`config.mk`:
```
export PLATFORM = sky130hd
export DESIGN_NAME = simmem_mem_responder
export DESIGN_NICKNAME = d
export VERILOG_FILES = /design/src/rtl/simmem_mem_responder.sv
export SDC_FILE = /design/constraint.sdc
export NUM_CORES = 1
export LEC_CHECK = 0
export CORE_ASPECT_RATIO = 1.25
export CORE_MARGIN = 2
export CORE_UTILIZATION = 28
export CTS_CLUSTER_DIAMETER = 30
export CTS_CLUSTER_SIZE = 16
export DETAILED_ROUTE_END_ITERATION = 6
export GPL_TIMING_DRIVEN = 1
export PLACE_DENSITY_LB_ADDON = 0.08
export SLEW_MARGIN = 20
export SYNTH_ARGS = -nofsm -noshare
export SYNTH_HDL_FRONTEND = slang
export SYNTH_SLANG_ARGS = --single-unit
```
`constraint.sdc`:
```
create_clock -name clk_i -period 3.2 [get_ports clk_i]
set_input_delay 0.48 -clock clk_i [delete_from_list [all_inputs] [get_ports clk_i]]
set_output_delay 0.48 -clock clk_i [all_outputs]
set_load 0.005 [all_outputs]
```
`src/rtl/simmem_mem_responder.sv`:
```
// Behavioural AXI-style memory responder: queues AR/AW requests and answers with
// R bursts and B responses after fixed latencies; read and write paths are independent.

module simmem_req_fifo #(
  parameter int unsigned Width = 4,
  parameter int unsigned Depth = 4
) (
  input  logic             clk_i,
  input  logic             rst_ni,
  input  logic             push_i,
  input  logic [Width-1:0] data_i,
  input  logic             pop_i,
  output logic [Width-1:0] head_o,
  output logic             full_o,
  output logic             empty_o
);
  localparam int unsigned PtrW = $clog2(Depth);
  localparam int unsigned CntW = PtrW + 1;

  logic [Width-1:0] mem [Depth];
  logic [PtrW-1:0]  wptr_reg;
  logic [PtrW-1:0]  rptr_reg;
  logic [CntW-1:0]  cnt_reg;

  assign full_o  = (cnt_reg == CntW'(Depth));
  assign empty_o = (cnt_reg == '0);
  // Head is read combinationally so the FSM sees it the cycle it arrives.
  assign head_o  = mem[rptr_reg];

  always_ff @(posedge clk_i) begin
    if (push_i) begin
      mem[wptr_reg] <= data_i;
    end
  end

  always_ff @(posedge clk_i or negedge rst_ni) begin
    if (!rst_ni) begin
      wptr_reg <= '0;
      rptr_reg <= '0;
      cnt_reg  <= '0;
    end else begin
      if (push_i) wptr_reg <= wptr_reg + PtrW'(1);
      if (pop_i)  rptr_reg <= rptr_reg + PtrW'(1);
      if (push_i && !pop_i) begin
        cnt_reg <= cnt_reg + CntW'(1);
      end else if (!push_i && pop_i) begin
        cnt_reg <= cnt_reg - CntW'(1);
      end
    end
  end
endmodule

module simmem_mem_responder #(
  parameter int unsigned IdWidth       = 4,
  parameter int unsigned BurstLenWidth = 8,
  parameter int unsigned DataWidth     = 32,
  parameter int unsigned ReqQueueDepth = 4,
  parameter int unsigned RLatency      = 3,
  parameter int unsigned BLatency      = 2
) (
  input  logic                     clk_i,
  input  logic                     rst_ni,
  input  logic [IdWidth-1:0]       ar_id_i,
  input  logic [BurstLenWidth-1:0] ar_len_i,
  input  logic                     ar_valid_i,
  output logic                     ar_ready_o,
  input  logic [IdWidth-1:0]       aw_id_i,
  input  logic                     aw_valid_i,
  output logic                     aw_ready_o,
  input  logic                     w_last_i,
  input  logic                     w_valid_i,
  output logic                     w_ready_o,
  output logic [IdWidth-1:0]       r_id_o,
  output logic [DataWidth-1:0]     r_data_o,
  output logic                     r_last_o,
  output logic                     r_valid_o,
  input  logic                     r_ready_i,
  output logic [IdWidth-1:0]       b_id_o,
  output logic [1:0]               b_resp_o,
  output logic                     b_valid_o,
  input  logic                     b_ready_i
);
  localparam int unsigned SerW  = DataWidth - 8;
  localparam int unsigned RLatW = $clog2(RLatency + 1);
  localparam int unsigned BLatW = $clog2(BLatency + 1);
  localparam logic [1:0]  RespOkay = 2'b00;

  typedef enum logic [1:0] {R_IDLE, R_WAIT, R_BURST} r_state_e;
  typedef enum logic [1:0] {W_IDLE, W_DATA, W_WAIT, W_RESP} w_state_e;

  // Request queues
  logic                             ar_full, ar_empty, ar_push, ar_pop;
  logic [IdWidth+BurstLenWidth-1:0] ar_head;
  logic [IdWidth-1:0]               ar_head_id;
  logic [BurstLenWidth-1:0]         ar_head_len;
  logic                             aw_full, aw_empty, aw_push, aw_pop;
  logic [IdWidth-1:0]               aw_head_id;

  assign ar_push = ar_valid_i && !ar_full;
  assign aw_push = aw_valid_i && !aw_full;
  assign ar_ready_o = !ar_full;
  assign aw_ready_o = !aw_full;
  assign {ar_head_id, ar_head_len} = ar_head;

  simmem_req_fifo #(.Width(IdWidth + BurstLenWidth), .Depth(ReqQueueDepth)) u_ar_fifo (
    .clk_i   (clk_i),
    .rst_ni  (rst_ni),
    .push_i  (ar_push),
    .data_i  ({ar_id_i, ar_len_i}),
    .pop_i   (ar_pop),
    .head_o  (ar_head),
    .full_o  (ar_full),
    .empty_o (ar_empty)
  );

  simmem_req_fifo #(.Width(IdWidth), .Depth(ReqQueueDepth)) u_aw_fifo (
    .clk_i   (clk_i),
    .rst_ni  (rst_ni),
    .push_i  (aw_push),
    .data_i  (aw_id_i),
    .pop_i   (aw_pop),
    .head_o  (aw_head_id),
    .full_o  (aw_full),
    .empty_o (aw_empty)
  );

  // Read path
  r_state_e                 r_state_reg, r_state_next;
  logic [RLatW-1:0]         r_lat_reg, r_lat_next;
  logic [BurstLenWidth-1:0] r_beat_reg, r_beat_next;
  logic [SerW-1:0]          r_serial_reg, r_serial_next;
  logic                     r_is_last;
  logic [7:0]               r_beat_lo;

  assign r_is_last = (r_beat_reg == ar_head_len);
  assign r_beat_lo = 8'(r_beat_reg);

  always_ff @(posedge clk_i or negedge rst_ni) begin
    if (!rst_ni) begin
      r_state_reg  <= R_IDLE;
      r_lat_reg    <= '0;
      r_beat_reg   <= '0;
      r_serial_reg <= '0;
    end else begin
      r_state_reg  <= r_state_next;
      r_lat_reg    <= r_lat_next;
      r_beat_reg   <= r_beat_next;
      r_serial_reg <= r_serial_next;
    end
  end

  always_comb begin
    r_state_next  = r_state_reg;
    r_lat_next    = r_lat_reg;
    r_beat_next   = r_beat_reg;
    r_serial_next = r_serial_reg;
    ar_pop        = 1'b0;
    case (r_state_reg)
      R_IDLE: begin
        if (!ar_empty) begin
          r_beat_next = '0;
          // The idle cycle counts toward the latency, so the wait state lasts RLatency-1 cycles.
          if (RLatency == 1) begin
            r_state_next = R_BURST;
          end else begin
            r_lat_next   = RLatW'(RLatency - 1);
            r_state_next = R_WAIT;
          end
        end
      end
      R_WAIT: begin
        r_lat_next = r_lat_reg - RLatW'(1);
        if (r_lat_reg == RLatW'(1)) r_state_next = R_BURST;
      end
      R_BURST: begin
        if (r_ready_i) begin
          if (r_is_last) begin
            ar_pop        = 1'b1;
            r_serial_next = r_serial_reg + SerW'(1);
            r_state_next  = R_IDLE;
          end else begin
            r_beat_next = r_beat_reg + BurstLenWidth'(1);
          end
        end
      end
      default: r_state_next = R_IDLE;
    endcase
  end

  assign r_valid_o = (r_state_reg == R_BURST);
  assign r_id_o    = r_valid_o ? ar_head_id : '0;
  assign r_data_o  = r_valid_o ? {r_serial_reg, r_beat_lo} : '0;
  assign r_last_o  = r_valid_o && r_is_last;

  // Write path
  w_state_e         w_state_reg, w_state_next;
  logic [BLatW-1:0] b_lat_reg, b_lat_next;

  always_ff @(posedge clk_i or negedge rst_ni) begin
    if (!rst_ni) begin
      w_state_reg <= W_IDLE;
      b_lat_reg   <= '0;
    end else begin
      w_state_reg <= w_state_next;
      b_lat_reg   <= b_lat_next;
    end
  end

  always_comb begin
    w_state_next = w_state_reg;
    b_lat_next   = b_lat_reg;
    aw_pop       = 1'b0;
    case (w_state_reg)
      W_IDLE: begin
        if (!aw_empty) w_state_next = W_DATA;
      end
      W_DATA: begin
        if (w_valid_i && w_last_i) begin
          if (BLatency == 1) begin
            w_state_next = W_RESP;
          end else begin
            b_lat_next   = BLatW'(BLatency - 1);
            w_state_next = W_WAIT;
          end
        end
      end
      W_WAIT: begin
        b_lat_next = b_lat_reg - BLatW'(1);
        if (b_lat_reg == BLatW'(1)) w_state_next = W_RESP;
      end
      W_RESP: begin
        if (b_ready_i) begin
          aw_pop       = 1'b1;
          w_state_next = W_IDLE;
        end
      end
      default: w_state_next = W_IDLE;
    endcase
  end

  assign w_ready_o = (w_state_reg == W_DATA);
  assign b_valid_o = (w_state_reg == W_RESP);
  assign b_id_o    = b_valid_o ? aw_head_id : '0;
  assign b_resp_o  = RespOkay;
endmodule
```
## After elaboration in Yosys (flattened, before gate mapping)

Memories as Yosys holds them, arrays and structs flattened.
Cells that the tools add are included.

- Input port bits: 24
- Word-level logic and storage cells: 108
- Output and inout bits: 48
- Memory bits (writable): 64
- Memories: 2
- Register bits: 54

Memories:

| name | depth | width | rd ports | clocked after memory_dff | write ports | RTL line | RTL |
|---|---|---|---|---|---|---|---|
| u_ar_fifo.mem | 4 | 12 | 1 | 0 | 1 | 20 | `logic [Width-1:0] mem [Depth];` |
| u_aw_fifo.mem | 4 | 4 | 1 | 0 | 1 | 20 |  |

- Reductions and logical operators: 29
- Add/sub/neg operators: 12
- Equality and inequality tests: 19
- Mux-type cells: 34

Operator list:

| cell | count |
|---|---|
| 32-bit 2-to-1 mux | 1 |
| 24-bit by 1-bit adder with 24-bit output (second input constant) | 1 |
| 8-bit 2-to-1 mux | 3 |
| 2-bit 2-to-1 mux | 10 |
| 8-bit case mux with 2 select lines | 1 |
| 3-bit 2-to-1 mux | 4 |
| 4-bit AND reduction | 3 |
| 2-bit != test (second input constant) | 5 |
| 2-bit nonzero test | 5 |
| 1-bit 2-to-1 mux | 9 |
| 2-bit by 1-bit adder with 2-bit output (second input constant) | 4 |
| 8-bit by 1-bit adder with 8-bit output (second input constant) | 1 |
| 2-bit by 1-bit == test with 1-bit output (second input constant) | 4 |
| 8-bit == test | 1 |
| 1-bit logical AND | 8 |
| 4-bit 2-to-1 mux | 2 |
| 2-bit by 1-bit != test with 1-bit output (second input constant) | 4 |
| 2-bit case mux with 2 select lines | 2 |
| 2-bit case mux with 4 select lines | 1 |
| 3-bit by 1-bit adder with 3-bit output (second input constant) | 2 |
| 2-bit == test (second input constant) | 3 |
| 3-bit == test (second input constant) | 2 |
| 1-bit logical NOT | 6 |
| 3-bit logical NOT | 2 |
| 6 further kinds | 10 |

## Logic depth before layout (Yosys ltp)

Gate-level depths: netlist (run 1).
An unclocked memory read counts as a cell.

- Depth in word-level cells: 8
- Gate-level depth with buffers: 13
- Gate-level depth less buffers: 11

## Modules after synthesis

A second synthesis (run 1) with hierarchy kept.

- Cells, all modules: 413
- Area, all modules: 5,609.1 µm²

By module, submodules not included:

| module | seq. area each (µm²) | cells each | times used | area each (µm²) |
|---|---|---|---|---|
| simmem_mem_responder | 1,001.0 | 261 | 1 | 2,483.6 |
| simmem_req_fifo at u_ar_fifo | 1,616.6 | 97 | 1 | 2,153.3 |
| simmem_req_fifo at u_aw_fifo | 655.6 | 55 | 1 | 972.2 |

## Worst setup path after synthesis (run 1)

OpenSTA, ideal clock, no wires.

- Path kind: reg2reg
- Start: reg u_ar_fifo.rptr_reg[0]
- End: reg u_ar_fifo.cnt_reg[1]
- Library setup time: 0.125 ns
- Buffers on the path: 2
- Cell stages (with the launch flop): 12
- Clock period less this slack: 2.736 ns
- Data arrival time: 2.611 ns
- Slack: 0.464 ns
- Data required time: 3.075 ns
- Cells stage by stage: dfrtp_1 -> buf_6 -> buf_6 -> mux4_2 -> xnor2_1 -> nand4_1 -> nor2_1 -> nand2_1 -> ha_1 -> inv_1 -> fa_1 -> mux2_2

- Longest elaborated chain between the ends: 8
- Elaborated cells between the ends (all ways): 10
- Those cells by class: eq/ne: 1; mux: 4; reduce/logical: 4; memory: 1

RTL lines:

| what | RTL line | RTL |
|---|---|---|
| start, declared | 22 | `logic [PtrW-1:0] rptr_reg;` |
| start signal, assigned | 43 | `if (pop_i) rptr_reg <= rptr_reg + PtrW'(1);` |
| memory read 4 x 12 bit (*) | n/a |  |
| 8-bit == test (*) | 135 | `assign r_is_last = (r_beat_reg == ar_head_len);` |
| 1-bit 2-to-1 mux (*) | 177 | `if (r_is_last) begin` |
| 1-bit 2-to-1 mux (*) | 176 | `if (r_ready_i) begin` |
| 1-bit 2-to-1 mux (*) | 158 | `case (r_state_reg)` |
| 1-bit logical NOT | 44 | `if (push_i && !pop_i) begin` |
| 1-bit logical AND | 44 |  |
| 3-bit 2-to-1 mux or 2-bit nonzero test (tied branches) | n/a |  |
| end signal, assigned | 45 | `cnt_reg <= cnt_reg + CntW'(1);` |
| end signal, assigned | 47 | `cnt_reg <= cnt_reg - CntW'(1);` |
| end, declared | 23 | `logic [CntW-1:0] cnt_reg;` |

Mark *: on every way between the ends. The rest lies on a longest branch, timed or not.
A chain may end at the register's enable or synchronous reset.

## Final worst setup path (run 1)

Ends and elaborated chain as after synthesis.

==> results by group, run 1 <==
Yosys
  – Count of flip-flops with a built-in enable after synthesis: 64
  – Avg Synthesized Cell Area: 12.9 µm²
  – Fraction of the yosys area taken by sequential cells: 0.587
  – Synth area leader: edfxtp_1
  – Number of flip-flops and latches in the synthesized netlist: 118
  – Count of distinct cell types in the synthesized netlist: 40
  – Count leader, synth: edfxtp_1
  – Top-area cell type share of the netlist area: 0.344
  – Mapped Cells: 433
  – YS warnings: 0
  – Dominant register cell in the synthesized netlist: edfxtp_1
  – Async S/R FF share, synth: 0.458
  – Most numerous cell types in the synthesized netlist: edfxtp_1 (64), dfrtp_1 (54), and2_1 (41)
  – Post-synthesis instance area: 0.00558 mm²
  – Synth top area cells: edfxtp_1 (34%), dfrtp_1 (24%), mux4_2 (6.5%), xnor2_1 (5.0%), and2_1 (4.6%)

Setup path
  – Largest stage delay, worst path: 0.50 ns
  – Top Family by Delay on Critical Path: multiplexers
  – Required time at the worst-slack endpoint: 3.50 ns
  – Critical path startpoint category: flip-flop
  – Cell type of the slowest stage on the worst timing path: mux4_2
  – Type of the worst setup path: flip-flop to flip-flop
  – Worst-path maximum fanout: 5
  – Arrival time worst endpoint: 3.07 ns
  – Buffers plus inverters on the worst setup path: 3
  – Endpoint kind of the worst setup timing path: flip-flop
  – Worst path cell trace: buf_12 > mux4_2 > xnor2_1 > nand4_1 > nor2_2 > buf_4 > nand2_1 > ha_1 > inv_1 > fa_1 > mux2_2

Die
  – Width of the die: 130 µm
  – Initial core utilization: 0.287
  – # IOs: 72
  – Core footprint: 0.0195 mm²
  – Die Height: 162 µm
  – Die outline area: 0.0211 mm²
  – Row Count: 57

Timing
  – Total negative slack: 0 ns
  – Final critical-path required period: 2.77 ns
  – Transition at the pin with the smallest max-transition slack: 0.928 ns
  – Maximum operating frequency: 361 MHz
  – Skew final: 0.00974 ns
  – Relative max-transition margin: 0.381
  – Number of endpoints with negative hold slack in the final report: 0
  – Total of endpoints with negative setup slack in the final report: 0
  – Setup repair after global routing missed its margin: false
  – Fin. max-slew vios: 0
  – Share of the clock period used by the worst path after layout: 0.866
  – Worst-case setup margin in the final layout: 0.428 ns

Global route
  – Tot GR Track Use: 0.123
  – Global route overflow: 0
  – Number of antenna violations at the first check in global routing: 0
  – Maximum number of pins on one net before global-route repair: 55
  – First-pass GRT wire length: 19,700 µm
  – Number of global-route vias before repair: 3,733

Power
  – Maximum ir drop on the vdd rail: 0.336 mV
  – Cell Pwr Density: 741 mW/mm²
  – Leak Pwr: 2.80 nW

Hold path
  – Type of the worst min-delay path: primary input to async pin

Cells and area
  – Share of final-layout standard cells stronger than drive strength 1: 0.144
  – Layout overhead on the synthesized area: 30.4%
  – Max reg flops: 48
  – Final nets: 558
  – Number of diodes added for antenna fixing: 0

Clocking
  – Clock latency of the later-clocked register in the worst-skew pair: 0.42 ns
  – Clock tree from TritonCTS: built
  – Root buffer selected by CTS: clkbuf_16
  – H-tree levels: 4
  – Maximum count of clock buffers along a single path: 2
  – Clock transition at the registers of the reported paths: 0.06 ns
  – Num CTS Buffers: 17
  – Clock sink count: 118

Route
  – Via density per instance: 4.54
  – DRT Pass-1 Iters: 4
  – Number of violations reported at the end of detailed-routing iteration 0: 137
  – Routed WL per cell: 15.5 µm
  – Routed wire length: 12,300 µm
  – Post-route antenna net violation count: 0
  – Via count: 3,589
  – DRC errors left: 0

Status
  – Outcome: complete, no violations

Placed design
  – Number of port buffers: 69
  – GP Congestion: 0.776
  – Setup slack after placement: 0.370 ns
  – Sum of net half-perimeters after detailed placement: 8650 µm

Flow run
  – Number of max-capacitance violations reported: 0
==> final timing paths <==
kind                                        from                     to  slack [ns]  cells past startpoint
max in group asynchronous                 rst_ni  u_ar_fifo.rptr_reg[0]        2.44                      2
setup reg to reg           u_ar_fifo.rptr_reg[0]   u_ar_fifo.cnt_reg[1]        0.43                     11
min in group clk_i              r_serial_reg[10]       r_serial_reg[10]        0.48                      1
hold / removal                            rst_ni       r_serial_reg[16]        0.20                      2
setup / recovery           u_ar_fifo.rptr_reg[0]   u_ar_fifo.cnt_reg[1]        0.43                     11
hold reg to reg                 r_serial_reg[10]       r_serial_reg[10]        0.48                      1
==> layout make-up <==
cell class                      count  area [µm²]
Clock buffer                       17         425
Fill cell                        1916       12200
Multi-Input combinational cell    278        2160
Tap cell                          265         332
Sequential cell                   118        3270
Timing Repair Buffer               82         816
Inverter                           16        60.1
Clock inverter                     15         214
==> metrics by stage <==
step / area, µm² / cells / utilization / hold WS [ns] / power (W)
after floorplan: 5580 / 434 / - / 0.184 / 0.00293
after global placement: 6570 / 757 / 0.337 / 0.475 / 0.00334
after detailed placement: 6570 / 757 / 0.337 / 0.477 / 0.00338
after CTS: 7220 / 789 / 0.371 / 0.230 / 0.00548
after global routing: 7280 / 791 / 0.374 / 0.270 / 0.00573
final: 7280 / 791 / 0.374 / 0.204 / 0.00539
==> routing by layer <==
metal  vias up  track usage  part of all wire
met5         -            0                 0
met4         0       0.0557             0.020
met3        19       0.0346             0.044
met2        84        0.206              0.51
met1      1777        0.146              0.42
li1       1709            -                 -
==> placed cells by master, fill, tap and decap left out, types with 18 or more instances in the layout <==
cell,synthesis,layout
clkdlybuf4s50_1,0,67
edfxtp_1,64,64
dfrtp_1,54,53
and2_1,41,40
xnor2_1,32,30
nand2_1,27,27
nand3_1,22,22
ha_1,19,19
clkbuf_16,0,18
==> cells by family after synthesis <==
group | count (synthesis) | synth area share
simple gates | 160 | 0.158
flops | 118 | 0.587
fa+ha+maj | 21 | 0.0498
compound gates | 33 | 0.0354
mux | 19 | 0.0706
xor+xnor | 43 | 0.0675
other cells | 1 | 0.000672
buf+inv | 38 | 0.0318
==> power breakdown <==
group | switching [W] | leakage, nW | internal [W] | total [W]
registers | 0.000207 | 1.28 | 0.00194 | 0.00215
logic | 0.000615 | 1.20 | 0.000574 | 0.00119
clock network | 0.000730 | 0.312 | 0.00132 | 0.00205
==> repair_timing <==
item,4_1_cts,5_1_grt
endpoints found under the hold margin,0,0
gates resized for setup,4,5
setup buffers,0,1
gates cloned,0,1
setup endpoints to repair,1,1
hold buffers,0,0
pin swaps,0,2
No activity file was read; power rests on OpenSTA's default activity.
==> run 2, diff against run 1 <==
--- a/config.mk
+++ b/config.mk
@@ -8,11 +8,12 @@
 export CORE_ASPECT_RATIO = 1.25
 export CORE_MARGIN = 2
 export CORE_UTILIZATION = 28
+export CTS_BUF_LIST = sky130_fd_sc_hd__clkbuf_4
 export CTS_CLUSTER_DIAMETER = 30
 export CTS_CLUSTER_SIZE = 16
 export DETAILED_ROUTE_END_ITERATION = 6
 export GPL_TIMING_DRIVEN = 1
-export PLACE_DENSITY_LB_ADDON = 0.08
+export PLACE_DENSITY = 0.54
 export SLEW_MARGIN = 20
 export SYNTH_ARGS = -nofsm -noshare
 export SYNTH_HDL_FRONTEND = slang
==> run 2 against run 1 <==
  * Via count down 0.33%
  * Worst hold slack better by 0.29 ns
  * Global-route usage down 0.24 points
  * First-iteration DRC count up 11%
  * Combinational power down 3%
  * Critical path type is now flip-flop to primary output
==> results by group, run 2 (synthesis results as in run 1) <==
Clocking
  – H-tree levels: 4 (unchanged)
  – Num CTS Buffers: 17 (unchanged)
  – Clock latency of the later-clocked register in the worst-skew pair: 0.52 ns (was 0.42 ns)
  – Clock sink count: 118 (unchanged)
  – Clock tree from TritonCTS: built (unchanged)
  – Maximum count of clock buffers along a single path: 2 (unchanged)
  – Root buffer selected by CTS: clkbuf_4 (was clkbuf_16)
  – Clock transition at the registers of the reported paths: 0.12 ns (was 0.06 ns)

Global route
  – Tot GR Track Use: 0.121 (was 0.123)
  – Number of antenna violations at the first check in global routing: 0 (unchanged)
  – First-pass GRT wire length: 19,700 µm (about the same)
  – Global route overflow: 0 (unchanged)
  – Maximum number of pins on one net before global-route repair: 34 (was 55)
  – Number of global-route vias before repair: 3,864 (was 3,733)

Power
  – Leak Pwr: 2.63 nW (was 2.80 nW)
  – Design Power: 0.00446 W (was 0.00539 W)
  – Maximum ir drop on the vdd rail: 0.354 mV (was 0.336 mV)
  – Cell Pwr Density: 645 mW/mm² (was 741 mW/mm²)

Cells and area
  – Post-route cell area: 0.00692 mm² (was 0.00728 mm²)
  – Most frequent standard cell in the layout excluding fill and tap cells: clkdlybuf4s50_1 (unchanged)
  – Number of diodes added for antenna fixing: 0 (unchanged)
  – Layout overhead on the synthesized area: 23.9% (was 30.4%)
  – Top library cells by usage in the layout, fill and taps aside: clkdlybuf4s50_1 (67), edfxtp_1 (64), dfrtp_1 (54) (was clkdlybuf4s50_1 (67), edfxtp_1 (64), dfrtp_1 (53))
  – Final nets: 559 (was 558)
  – Share of final-layout standard cells stronger than drive strength 1: 0.135 (was 0.144)
  – Max reg flops: 48 (unchanged)

Setup path
  – Arrival time worst endpoint: 2.50 ns (was 3.07 ns)
  – Worst path cell trace: nor2b_4 > buf_12 > and2_1 > clkdlybuf4s50_1 (was buf_12 > mux4_2 > xnor2_1 > nand4_1 > nor2_2 > buf_4 > nand2_1 > ha_1 > inv_1 > fa_1 > mux2_2)
  – Number of cells on the worst reg-to-reg path: 11 (unchanged)
  – Top Family by Delay on Critical Path: buffers and inverters (was multiplexers)
  – Destination of the worst register-to-register timing path: u_ar_fifo.cnt_reg[1] (unchanged)
  – Type of the worst setup path: flip-flop to primary output (was flip-flop to flip-flop)
  – Worst-path maximum fanout: 33 (was 5)
  – Cell type of the slowest stage on the worst timing path: dfrtp_1 (was mux4_2)
  – Critical path depth: 4 (was 11)
  – Critical path startpoint category: flip-flop (unchanged)
  – Largest stage delay, worst path: 0.69 ns (was 0.50 ns)
  – Worst flop-to-flop path startpoint: u_ar_fifo.rptr_reg[0] (unchanged)
  – Required time at the worst-slack endpoint: 2.72 ns (was 3.50 ns)
  – Buffers plus inverters on the worst setup path: 2 (was 3)
  – Slack of the worst reg-to-reg path: 0.34 ns (was 0.43 ns)
  – Endpoint kind of the worst setup timing path: primary output (was flip-flop)

Die
  – Die Height: 162 µm (unchanged)
  – # IOs: 72 (unchanged)
  – Initial core utilization: 0.287 (unchanged)
  – Row Count: 57 (unchanged)
  – Die outline area: 0.0211 mm² (unchanged)
  – Core footprint: 0.0195 mm² (unchanged)
  – Width of the die: 130 µm (unchanged)

Status
  – Outcome: complete, no violations (unchanged)

Timing
  – Relative max-transition margin: 0.432 (was 0.381)
  – Setup repair after global routing missed its margin: false (unchanged)
  – Worst-case setup margin in the final layout: 0.219 ns (was 0.428 ns)
  – Final critical-path required period: 2.98 ns (was 2.77 ns)
  – Fin. max-slew vios: 0 (unchanged)
  – Share of the clock period used by the worst path after layout: 0.932 (was 0.866)
  – Total of endpoints with negative setup slack in the final report: 0 (unchanged)
  – Maximum operating frequency: 335 MHz (was 361 MHz)
  – Transition at the pin with the smallest max-transition slack: 0.851 ns (was 0.928 ns)
  – Number of endpoints with negative hold slack in the final report: 0 (unchanged)
  – Skew final: 0.0219 ns (was 0.00974 ns)
  – Total negative slack: 0 ns (unchanged)

Hold path
  – Origin of the worst min-delay path: u_ar_fifo.cnt_reg[2]
  – WHS Path Cells: 1
  – Endpoint with the worst hold slack: u_ar_fifo.cnt_reg[2]
  – Type of the worst min-delay path: flip-flop to flip-flop (was primary input to async pin)

Route
  – Post-route antenna net violation count: 0 (unchanged)
  – Number of violations reported at the end of detailed-routing iteration 0: 152 (was 137)
  – Via density per instance: 4.52 (was 4.54)
  – Via count: 3,577 (was 3,589)
  – DRT Pass-1 Iters: 4 (unchanged)
  – DRC errors left: 0 (unchanged)
  – Routed wire length: 11,700 µm (was 12,300 µm)
  – Routed WL per cell: 14.8 µm (was 15.5 µm)

Flow run
  – Number of max-capacitance violations reported: 0 (unchanged)

Placed design
  – Sum of net half-perimeters after detailed placement: 8450 µm (was 8650 µm)
  – GP Congestion: 0.746 (was 0.776)
  – Setup slack after placement: 0.293 ns (was 0.370 ns)
  – Number of port buffers: 69 (unchanged)
  – Placed cell areas: 0.00657 mm² (about the same)
[run 2: cell types whose count changed in the layout (fill, tap and decap cells not counted), sizes merged]
cell | previous run | this run
clkinvlp | 1 | 0
bufinv | 4 | 2
clkinv | 3 | 5
dlygate4sd3 | 0 | 1
dlymetal6s2s | 1 | 0
buf | 13 | 14
dlygate4sd2 | 0 | 1
[run 2: worst max-delay path by stage]
stage / to / slack (ns) / from
6_report: r_data_o[8] / 0.22 / r_state_reg[1]
5_1_grt: r_data_o[8] / 0.0001 / r_state_reg[1]
4_1_cts: r_data_o[8] / 0.14 / r_state_reg[1]
3_5_place_dp: u_ar_fifo.cnt_reg[1] / 0.29 / u_ar_fifo.rptr_reg[0]
3_3_place_gp: u_ar_fifo.cnt_reg[1] / 0.36 / u_ar_fifo.rptr_reg[0]
2_1_floorplan: u_ar_fifo.cnt_reg[1] / 0.46 / u_ar_fifo.rptr_reg[0]
[run 2: routing by layer]
metal / up-vias / part of all wire / track usage
met5: - / 0 / 0
met3: 8 / 0.046 / 0.0356
li1: 1714 / - / -
met4: 0 / 0.011 / 0.0406
met2: 84 / 0.51 / 0.203
met1: 1771 / 0.44 / 0.147
[run 2: cell type report]
cell class                      count  area [µm²]
Tap cell                          265         332
Multi-Input combinational cell    278        2140
Sequential cell                   118        3270
Timing Repair Buffer               83         808
Inverter                           16        60.1
Clock buffer                       18         135
Clock inverter                     14         165
Fill cell                        1870       12600
[run 2: power by group]
group	switching (W)	total, W	internal, W
Clock	0.000638	0.00113	0.000497
Sequential	0.000239	0.00217	0.00194
Combinational	0.000589	0.00115	0.000565
[run 2: repair_timing]
item                       CTS  global route
hold buffers                 1             0
hold endpoints to repair    27             0
resized for setup            5             0
setup endpoints to repair    5             0
buffers inserted             2             0
[run 2: worst register-to-register path, delay by kind of cell, from the launching register on]
family                   cells  cell delay [ns]
multiplexers                 2             0.78
adder cells (fa/ha/maj)      2             0.61
AND/OR/NAND/NOR              3             0.42
flip-flops                   1             0.41
buffers and inverters        3             0.37
XOR/XNOR                     1             0.16
[run 2: per-stage QoR]
| step | instances | hold WS (ns) | utilization |
|---|---|---|---|
| final | 792 | 0.497 | 0.355 |
| after global routing | 792 | 0.505 | 0.355 |
| after CTS | 792 | 0.501 | 0.355 |
| after detailed placement | 756 | 0.477 | 0.338 |
| after global placement | 756 | 0.475 | 0.338 |
| after floorplan | 434 | 0.184 | - |
==> run 3, diff against run 2 <==
==> constraint.sdc (replaced) <==
create_clock -name clk_i -period 3.38 [get_ports clk_i]
set_input_delay 0.507 -clock clk_i [delete_from_list [all_inputs] [get_ports clk_i]]
set_output_delay 0.507 -clock clk_i [all_outputs]
set_load 0.005 [all_outputs]
==> run 3 against run 2 <==
  * Clock skew increased by 0.0032 ns
  * Combinational power decreased by 3%
  * Global-route usage about the same
  * Register-to-register slack improved by 0.22 ns
  * Critical path type unchanged
  * Die area unchanged
==> results by group, run 3 (synthesis results as in run 1) <==
Status
  – Outcome: complete, no violations (unchanged)

Timing
  – Transition at the pin with the smallest max-transition slack: 0.836 ns (was 0.851 ns)
  – Fin. max-slew vios: 0 (unchanged)
  – Final critical-path required period: 3.14 ns
  – Worst-case setup margin in the final layout: 0.242 ns (was 0.219 ns)
  – Total of endpoints with negative setup slack in the final report: 0 (unchanged)
  – Relative max-transition margin: 0.443 (was 0.432)
  – Number of endpoints with negative hold slack in the final report: 0 (unchanged)
  – Total negative slack: 0 ns (unchanged)
  – Skew final: 0.0251 ns (was 0.0219 ns)
  – Share of the clock period used by the worst path after layout: 0.928
  – Setup repair after global routing missed its margin: false (unchanged)
  – Maximum operating frequency: 319 MHz

Setup path
  – Critical path startpoint category: flip-flop (unchanged)
  – Destination of the worst register-to-register timing path: u_ar_fifo.cnt_reg[1] (unchanged)
  – Number of cells on the worst reg-to-reg path: 10 (was 11)
  – Required time at the worst-slack endpoint: 2.87 ns (was 2.72 ns)
  – Type of the worst setup path: flip-flop to primary output (unchanged)
  – Largest stage delay, worst path: 0.69 ns (about the same)
  – Cell type of the slowest stage on the worst timing path: dfrtp_1 (unchanged)
  – Endpoint kind of the worst setup timing path: primary output (unchanged)
  – Worst path cell trace: nor2b_4 > buf_4 > and2_1 > clkdlybuf4s50_1 (was nor2b_4 > buf_12 > and2_1 > clkdlybuf4s50_1)
  – Arrival time worst endpoint: 2.63 ns (was 2.50 ns)
  – Worst flop-to-flop path startpoint: u_ar_fifo.rptr_reg[0] (unchanged)
  – Crit path capture: r_data_o[8] (unchanged)
  – Slack of the worst reg-to-reg path: 0.56 ns (was 0.34 ns)
  – Worst-path maximum fanout: 34 (was 33)
  – Critical path startpoint: r_state_reg[1] (unchanged)

Global route
  – Number of global-route vias before repair: 3,827 (was 3,864)
  – Global route overflow: 0 (unchanged)
  – Number of antenna violations at the first check in global routing: 1 (was 0)
  – Tot GR Track Use: 0.121 (about the same)
  – First-pass GRT wire length: 19,700 µm (about the same)
  – Maximum number of pins on one net before global-route repair: 35 (was 34)

Clocking
  – Maximum count of clock buffers along a single path: 2 (unchanged)
  – Clock transition at the registers of the reported paths: 0.10 ns (was 0.12 ns)
  – Clock tree from TritonCTS: built (unchanged)
  – Clock sink count: 118 (unchanged)
  – H-tree levels: 4 (unchanged)
  – Num CTS Buffers: 17 (unchanged)
  – Root buffer selected by CTS: clkbuf_4 (unchanged)
  – Clock latency of the later-clocked register in the worst-skew pair: 0.54 ns (was 0.52 ns)

Die
  – Die Height: 162 µm (unchanged)
  – Initial core utilization: 0.287 (unchanged)
  – Die outline area: 0.0211 mm² (unchanged)
  – # IOs: 72 (unchanged)
  – Core footprint: 0.0195 mm² (unchanged)
  – Width of the die: 130 µm (unchanged)
  – Row Count: 57 (unchanged)

Route
  – Via count: 3,599 (was 3,577)
  – Post-route antenna net violation count: 0 (unchanged)
  – DRT Pass-1 Iters: 5 (was 4)
  – Routed WL per cell: 15.2 µm (was 14.8 µm)
  – DRC errors left: 0 (unchanged)
  – Number of violations reported at the end of detailed-routing iteration 0: 251 (was 152)
  – Via density per instance: 4.55 (was 4.52)
  – Routed wire length: 12,000 µm (was 11,700 µm)

Placed design
  – GP Congestion: 0.774 (was 0.746)
  – Setup slack after placement: 0.443 ns (was 0.293 ns)
  – Placed cells: 753 (was 756)
  – Sum of net half-perimeters after detailed placement: 8450 µm (about the same)
  – Number of port buffers: 69 (unchanged)

Cells and area
  – Final Instance Count excl. Fillers: 791 (was 792)
  – Share of final-layout standard cells stronger than drive strength 1: 0.141 (was 0.135)
  – Most frequent standard cell in the layout excluding fill and tap cells: clkdlybuf4s50_1 (unchanged)
  – Layout overhead on the synthesized area: 23.8% (was 23.9%)
  – Final nets: 557 (was 559)
  – Number of fillers in the final layout: 1,914 (was 1,870)
  – Max reg flops: 48 (unchanged)
  – Top library cells by usage in the layout, fill and taps aside: clkdlybuf4s50_1 (67), edfxtp_1 (64), dfrtp_1 (53) (was clkdlybuf4s50_1 (67), edfxtp_1 (64), dfrtp_1 (54))

Flow run
  – Number of max-capacitance violations reported: 0 (unchanged)

Power
  – Maximum ir drop on the vdd rail: 0.261 mV (was 0.354 mV)
  – Cell Pwr Density: 598 mW/mm² (was 645 mW/mm²)
  – Leak Pwr: 2.62 nW (was 2.63 nW)

Hold path
  – Type of the worst min-delay path: flip-flop to flip-flop (unchanged)
run 3: changes by cell type in the layout (fill, tap and decap cells not counted), moves of 2 or more:
cell	previous run	this run
clkinvlp_4	0	4
clkinv_4	4	1
xnor2_1	32	29
xnor2_2	0	3
buf_4	11	9
clkinv_2	0	2
inv_8	2	0
run 3: where the power goes:
part,internal (W),switching [W]
clock network,0.000379,0.000581
registers,0.00183,0.000231
logic,0.000544,0.000565
total,0.00276,0.00138
run 3: worst min-delay path by stage:
stage | startpoint | to | slack, ns | cells after the start
final | u_ar_fifo.cnt_reg[2] | u_ar_fifo.cnt_reg[2] | 0.49 | 1
after global routing | r_serial_reg[21] | r_serial_reg[21] | 0.52 | 1
after CTS | rst_ni | u_aw_fifo.cnt_reg[0] | 0.50 | 2
after detailed placement | u_ar_fifo.cnt_reg[2] | u_ar_fifo.cnt_reg[2] | 0.48 | 1
after global placement | u_ar_fifo.cnt_reg[2] | u_ar_fifo.cnt_reg[2] | 0.47 | 1
after floorplan | rst_ni | b_lat_reg[0] | 0.21 | 0
run 3: through the flow:
stage               hold WS, ns  instance area, µm²  power [W]  utilization
floorplan                 0.211                5580    0.00278            -
global placement          0.474                6540    0.00312        0.336
detailed placement        0.482                6540    0.00319        0.336
CTS                       0.497                6850    0.00418        0.352
global route              0.519                6910    0.00443        0.355
finish                    0.491                6910    0.00413        0.355
run 3: final cells by class:
class | instances | area [µm²] | share of cell area
tap | 265 | 332 | 0.0480
clock inverter | 14 | 126 | 0.0183
multi-input combinational | 278 | 2170 | 0.314
antenna | 1 | 2.50 | 0.000362
clock buffer | 18 | 135 | 0.0196
sequential | 118 | 3270 | 0.474
inverter | 16 | 60.1 | 0.00869
timing repair buffer | 81 | 811 | 0.117
run 3: critical path, delay by kind of cell (launching register included):
family | cells | cell delay [ns]
flops | 1 | 0.69
buf+inv | 2 | 0.87
simple gates | 2 | 0.55
run 3: per-layer routing:
| layer | wire length, µm | up-vias | GRT usage |
|---|---|---|---|
| met5 | 0 | - | 0 |
| met4 | 161 | 0 | 0.0430 |
| met3 | 503 | 14 | 0.0336 |
| met2 | 6110 | 80 | 0.201 |
| met1 | 5230 | 1798 | 0.151 |
| li1 | - | 1707 | - |
run 3: repair_timing:
action | CTS | global route
setup buffers | 2 | 1
hold buffers | 1 | 0
gates resized for setup | 5 | 6
pin swaps | 0 | 2
cloned | 0 | 1
setup endpoints to repair | 1 | 1
hold endpoints to repair | 26 | 0
